## src/rtl/rob_multi_wb.sv

```systemverilog
// Reorder buffer with NUM_WB writeback channels, in-order single retire and mispredict flush.
// Optional define ROB_WB_BYPASS_EN forwards same-cycle writebacks to the operand lookups.
module rob_multi_wb #(
    parameter int DEPTH  = 16,
    parameter int IDX_W  = $clog2(DEPTH),
    parameter int NUM_WB = 2
) (
    input  logic                     clk,
    input  logic                     rst,
    input  logic                     rdy,

    input  logic                     disp_valid,
    output logic                     disp_ready,
    input  logic [31:0]              disp_pc,
    input  logic [4:0]               disp_rd,
    input  logic                     disp_is_ls,
    input  logic                     disp_is_br,
    input  logic                     disp_pred_taken,
    output logic [IDX_W-1:0]         disp_tag,

    input  logic [NUM_WB-1:0]        wb_valid,
    input  logic [NUM_WB*IDX_W-1:0]  wb_tag,
    input  logic [NUM_WB*32-1:0]     wb_res,
    input  logic [NUM_WB-1:0]        wb_taken,
    input  logic [NUM_WB*32-1:0]     wb_target,

    input  logic [IDX_W-1:0]         q1_tag,
    input  logic [IDX_W-1:0]         q2_tag,
    output logic                     q1_ready,
    output logic                     q2_ready,
    output logic [31:0]              q1_val,
    output logic [31:0]              q2_val,

    output logic                     ls_head_valid,
    output logic [IDX_W-1:0]         ls_head_tag,

    output logic                     commit_valid,
    output logic [4:0]               commit_rd,
    output logic [31:0]              commit_res,
    output logic [IDX_W-1:0]         commit_tag,

    output logic                     bp_update_valid,
    output logic [31:0]              bp_update_pc,
    output logic                     bp_update_taken,

    output logic                     flush,
    output logic [31:0]              flush_pc,

    output logic [IDX_W:0]           count
);

    localparam logic [IDX_W:0] PTR_ONE = {{IDX_W{1'b0}}, 1'b1};

    // Pointers carry an extra wrap bit so all DEPTH slots are usable.
    logic [IDX_W:0]    head_ptr;
    logic [IDX_W:0]    tail_ptr;
    logic [IDX_W-1:0]  head_idx;
    logic [IDX_W-1:0]  tail_idx;

    logic [DEPTH-1:0]  busy;
    logic [DEPTH-1:0]  ent_ready;
    logic [4:0]        ent_rd     [DEPTH];
    logic [31:0]       ent_pc     [DEPTH];
    logic [31:0]       ent_res    [DEPTH];
    logic [31:0]       ent_target [DEPTH];
    logic [DEPTH-1:0]  ent_is_ls;
    logic [DEPTH-1:0]  ent_is_br;
    logic [DEPTH-1:0]  ent_pred;
    logic [DEPTH-1:0]  ent_taken;

    logic              empty;
    logic              full;
    logic              do_alloc;
    logic              do_commit;
    logic              mispredict;

    logic [IDX_W-1:0]  wb_tag_ch [NUM_WB];
    logic [NUM_WB-1:0] wb_hit;

    assign head_idx = head_ptr[IDX_W-1:0];
    assign tail_idx = tail_ptr[IDX_W-1:0];
    assign empty    = (head_ptr == tail_ptr);
    assign full     = (head_idx == tail_idx) && (head_ptr[IDX_W] != tail_ptr[IDX_W]);

    // Nothing but the clearing happens while a flush is being taken.
    assign do_alloc   = disp_valid && !full && !flush;
    assign do_commit  = !empty && ent_ready[head_idx] && !flush;
    assign mispredict = ent_is_br[head_idx] && (ent_pred[head_idx] != ent_taken[head_idx]);

    assign disp_ready    = !full;
    assign disp_tag      = tail_idx;
    assign count         = tail_ptr - head_ptr;
    assign ls_head_valid = !empty && ent_is_ls[head_idx] && !ent_ready[head_idx];
    assign ls_head_tag   = head_idx;

    // NOTE: every variable assigned in always_comb gets a value on every path, or a latch is inferred.
    always_comb begin
        for (int i = 0; i < NUM_WB; i++) begin
            wb_tag_ch[i] = wb_tag[i*IDX_W +: IDX_W];
            wb_hit[i]    = wb_valid[i] && busy[wb_tag_ch[i]] && !flush;
        end
    end

    // Returns {ready, value}; the value reads as zero until the entry holds a result.
    function automatic logic [32:0] lookup(input logic [IDX_W-1:0] tag);
        logic        hit;
        logic [31:0] val;
        hit = busy[tag] && ent_ready[tag];
        val = hit ? ent_res[tag] : 32'd0;
`ifdef ROB_WB_BYPASS_EN
        for (int i = 0; i < NUM_WB; i++) begin
            if (wb_valid[i] && busy[tag] && (wb_tag_ch[i] == tag)) begin
                hit = 1'b1;
                val = wb_res[i*32 +: 32];
            end
        end
`endif
        return {hit, val};
    endfunction

    always_comb begin
        {q1_ready, q1_val} = lookup(q1_tag);
        {q2_ready, q2_val} = lookup(q2_tag);
    end

    // NOTE: sequential state uses non-blocking assignments only; later assignments in the block win.
    always_ff @(posedge clk) begin
        if (rst) begin
            head_ptr        <= '0;
            tail_ptr        <= '0;
            busy            <= '0;
            ent_ready       <= '0;
            commit_valid    <= 1'b0;
            commit_rd       <= '0;
            commit_res      <= '0;
            commit_tag      <= '0;
            bp_update_valid <= 1'b0;
            bp_update_pc    <= '0;
            bp_update_taken <= 1'b0;
            flush           <= 1'b0;
            flush_pc        <= '0;
        end else if (rdy) begin
            if (flush) begin
                head_ptr        <= '0;
                tail_ptr        <= '0;
                busy            <= '0;
                ent_ready       <= '0;
                commit_valid    <= 1'b0;
                bp_update_valid <= 1'b0;
                flush           <= 1'b0;
            end else begin
                for (int i = 0; i < NUM_WB; i++) begin
                    if (wb_hit[i]) begin
                        ent_ready[wb_tag_ch[i]] <= 1'b1;
                    end
                end

                commit_valid    <= do_commit;
                bp_update_valid <= do_commit && ent_is_br[head_idx];
                flush           <= do_commit && mispredict;

                if (do_commit) begin
                    busy[head_idx]      <= 1'b0;
                    ent_ready[head_idx] <= 1'b0;
                    head_ptr            <= head_ptr + PTR_ONE;
                    commit_rd           <= ent_rd[head_idx];
                    commit_res          <= ent_res[head_idx];
                    commit_tag          <= head_idx;
                    bp_update_pc        <= ent_pc[head_idx];
                    bp_update_taken     <= ent_taken[head_idx];
                    flush_pc            <= ent_target[head_idx];
                end

                if (do_alloc) begin
                    busy[tail_idx]      <= 1'b1;
                    ent_ready[tail_idx] <= 1'b0;
                    tail_ptr            <= tail_ptr + PTR_ONE;
                end
            end
        end
    end

    // NOTE: payload storage has no reset; busy/ready qualify every read of it.
    always_ff @(posedge clk) begin
        if (rdy && !rst) begin
            if (do_alloc) begin
                ent_rd[tail_idx]    <= disp_rd;
                ent_pc[tail_idx]    <= disp_pc;
                ent_is_ls[tail_idx] <= disp_is_ls;
                ent_is_br[tail_idx] <= disp_is_br;
                ent_pred[tail_idx]  <= disp_pred_taken;
            end
            for (int i = 0; i < NUM_WB; i++) begin
                if (wb_hit[i]) begin
                    ent_res[wb_tag_ch[i]]    <= wb_res[i*32 +: 32];
                    ent_taken[wb_tag_ch[i]]  <= wb_taken[i];
                    ent_target[wb_tag_ch[i]] <= wb_target[i*32 +: 32];
                end
            end
        end
    end

endmodule

```

## config.mk

```make
export PLATFORM = sky130hd
export DESIGN_NAME = rob_multi_wb
export DESIGN_NICKNAME = d
export VERILOG_FILES = /design/src/rtl/rob_multi_wb.sv
export SDC_FILE = /design/constraint.sdc
export NUM_CORES = 2
export LEC_CHECK = 0
export BUFFER_PORTS_ARGS = -buffer_cell sky130_fd_sc_hd__buf_2
export CORE_AREA = 2 2 411 413
export CTS_CLUSTER_SIZE = 40
export DETAILED_ROUTE_END_ITERATION = 8
export DIE_AREA = 0 0 413 415
export HOLD_SLACK_MARGIN = 0.15
export PLACE_DENSITY = 0.79
export RECOVER_POWER = 100
export SYNTH_ARGS = -nofsm -noshare
export SYNTH_HDL_FRONTEND = slang
export SYNTH_SLANG_ARGS = --single-unit
export TNS_END_PERCENT = 100
```

## constraint.sdc

```tcl
create_clock -name clk -period 9 [get_ports clk]
set_clock_uncertainty 0.2 [all_clocks]
set_input_delay 1.35 -clock clk [delete_from_list [all_inputs] [get_ports clk]]
set_output_delay 1.35 -clock clk [all_outputs]
set_load 0.01 [all_outputs]
```

==> out/metrics.csv <==
metric,value,unit
DR pass1 iterations,6,
GRT met3 Usage,8.13,%
share of cells above drive strength 1,45.4,%
# IOs,382,
clock sinks,1831,
DRC,0,
Hold WC Path Type,reg2reg,
remaining global-route overflow,0,
power share of the clock group,44.8,%
cell internal pwr,0.0145,W
DP Worst Slack,3080,ps
Worst-path clk slew,60,ps
Synth area leaders,"edfxtp_1 55%, mux4_2 21%, mux2_2 13%",
post-synth cell types,69,
CTS tree,done,
asr flop ratio synth,0,%
Worst EP required,9380,ps
met1 Use GR,40.9,%
measured slew at the worst slew-check pin,3730,ps
Yosys top cell area share,55.2,%
gp weighted congestion,0.945,
WP data arrival,8050,ps
max_slew headroom,-149,%
Routed WL per cell,35.0,microns
Fill cells,11840,
RSZ-0062 raised after global routing,false,
max incr delay on CP,2580,ps
Final min period,7670,ps
"FF+latch count, synth",1831,
post-DP HPWL,147000,microns
via count,54046,
CP Cell Sequence,clkbuf_1 -> inv_1 -> nand2_1 -> nor3_1 -> nand2_4 -> clkbuf_2 -> mux2_2,
Clock Latency Late Sink,850,ps
initial core utilization,54.8,%
post-synthesis cell area,0.0914,sq mm
number of synthesized flops with an enable pin,1680,
Final Setup Violations,0,
CP max stage cell,clkbuf_1,
Num CTS Buffers,189,
cell taking the most area after synthesis,edfxtp_1,
CP max FO,41,
die height,415,microns
largest net degree at the start of global routing,97,
met2 Resource Use GR,50.2,%
total wire length,270000,microns
H-tree depth,4,
Post-synth top flop,edfxtp_1,
remaining antenna violation count,0,
failing checks,"capacitance limit, slew limit",
Buf/Inv on CP,3,
Psw,0.00396,W
P_leak,31.8,nW
die area,0.171,sq mm
Layout area overhead,10.8,%
Root Driver,clkbuf_16,
initial antenna violation count,70,
part of the power in registers,50.6,%
Fin Setup TNS,0,ps
first-pass GRT wire length,388000,microns
"Setup Fix Bufs, Post-CTS",0,
pwr/cell area,182,mW/mm^2
Post-layout nets,5492,
Setup WS post-layout,1330,ps
All-Layer GR Usage,31.4,%
CTS Hold Bufs,0,
post-CTS resize count,0,
syn avg cell area,17.8,sq um
Core Rows,150,
Die X,413,microns
R2R setup slack,1590,ps
Post-Syn Nets,5334,
vias per cell,7.01,
Peak Freq,130,MHz
vias in the first global route,54712,
final slew viol count,1420,
busiest grt layer,met2,
CP Capture Type,register,
DRT iter0 DRCs,7944,
CTS max path bufs,3,
max_cap viols,45,
crit path launch type,input pin,
Comb pwr share,4.7,%
core area,0.167,sq mm
IO buf count,381,
Crit Path Class,in2reg,
Peak VDD IR,0.219,mV
Final Hold Viols,0,
Ys Warns,0,
"Seq/Total Area, Yosys",58.5,%
Switching Share,21.5,%
"delay-heaviest family, CP",buffers and inverters,
post-synthesis instance total,5129,
status,"complete, but fails checks",
fraction of the cycle the final worst path needs,85.2,%
-- cell families (layout without fill, tap and decap cells) --
logic type	Yosys count	in the layout	share of synthesized area, %
AOI/OAI and AO/OA	293	293	1.91
xor gates and xnor gates	7	7	0.0753
adders and majority gates	13	13	0.186
buffers and inverters	548	871	2.56
DFF	1831	1831	58.5
muxes	1908	1908	34.1
other	0	50	0
and+or+nand+nor	529	529	2.66
-- state kept, by name, indices dropped and copies added, names as in the netlist --
| signal | cells |
|---|---|
| ent_pc | 512 |
| flush_pc | 32 |
| bp_update_taken | 1 |
| bp_update_pc | 32 |
| ent_ready | 16 |
| ent_rd | 80 |
| ent_taken | 16 |
| ent_pred | 16 |
| commit_valid | 1 |
| ent_target | 512 |
| commit_rd | 5 |
| flush | 1 |
| ent_is_ls | 16 |
| bp_update_valid | 1 |
| ent_is_br | 16 |
| ent_res | 512 |
| tail_ptr | 5 |
| commit_tag | 4 |
| head_ptr | 5 |
| busy | 16 |
| commit_res | 32 |
-- synthesized netlist by cell type, types with 33 or more instances --
master,count
nor2b_1,75
mux4_2,860
mux2_2,1034
nor2_1,50
nand2_1,300
a21oi_1,149
edfxtp_1,1680
dfxtp_1,151
clkbuf_1,279
buf_1,54
o21ai_0,49
nand3_1,33
buf_2,172
-- layout by cell type, fill, tap and decap left out, types with 11 or more instances in the layout --
cell type,n
a21oi_1,149
nand4_1,16
nor2_1,46
a31oi_1,23
buf_2,156
dfxtp_1,149
bufinv_16,22
nand3_1,33
buf_4,61
mux4_2,860
clkbuf_8,24
nand2_4,15
ha_1,12
mux2_2,1031
clkbuf_16,191
o21ai_0,40
clkbuf_2,21
nor2b_1,75
edfxtp_1,1680
clkinv_2,37
nand2b_1,11
mux2i_1,12
clkbuf_1,276
clkinv_1,24
nand2_1,285
inv_1,26
diode_2,50
-- layer usage --
| layer | wire (microns) | vias up | share of wire (%) |
|---|---|---|---|
| met1 | 94200 | 28183 | 35 |
| met4 | 11300 | 30 | 4.2 |
| li1 | - | 21451 | - |
| met5 | 194 | - | 0.072 |
| met3 | 31800 | 687 | 12 |
| met2 | 132000 | 3695 | 49 |
-- metrics by stage --
step	total power, W	hold WS [ps]	utilization (%)	area, sq um	instances
after floorplan	0.0101	243	-	91400	5129
after global placement	0.0103	239	57.1	95200	7300
after detailed placement	0.0103	245	57.1	95200	7300
after CTS	0.0185	254	61.0	102000	7656
after global routing	0.0188	273	60.7	101000	7686
final	0.0184	253	60.7	101000	7706
-- final cells by class --
class | instances | area [sq um] | area share [%]
clock inverters | 106 | 1300 | 1.28
flip-flops and latches | 1831 | 53500 | 52.8
well taps | 2204 | 2760 | 2.72
clock buffers | 250 | 5240 | 5.18
inverters | 30 | 120 | 0.119
diodes | 50 | 125 | 0.124
multi-input cells | 2750 | 35800 | 35.4
repair buffers | 485 | 2350 | 2.32
-- power by group through the flow --
stage	sequential [W]	clock (W)	combinational, W
2_1_floorplan	0.00949	0	0.000568
3_3_place_gp	0.00949	0	0.000815
3_5_place_dp	0.00949	0	0.000845
4_1_cts	0.00931	0.00830	0.000852
5_1_grt	0.00931	0.00859	0.000917
6_report	0.00931	0.00824	0.000860
-- path summary, 6_finish.rpt --
kind	start	endpoint	cells after the start
worst max register to register	head_ptr[3]	ent_pc[11][11]	7
worst min register to register	commit_res[2]	commit_res[2]	2
worst max-delay path	rst	ent_target[4][8]	7
worst min-delay path	commit_res[2]	commit_res[2]	2
-- worst reg2reg max path: stages (launching register included) --
cell and delay, ps:
dfxtp_1 1270, clkinv_1 620, ha_1 510, and4_1 380, a21oi_1 450, nand3_1 240
nor2_1 1340, clkbuf_1 1920
Note: power is estimated with default switching activity, not from simulation.
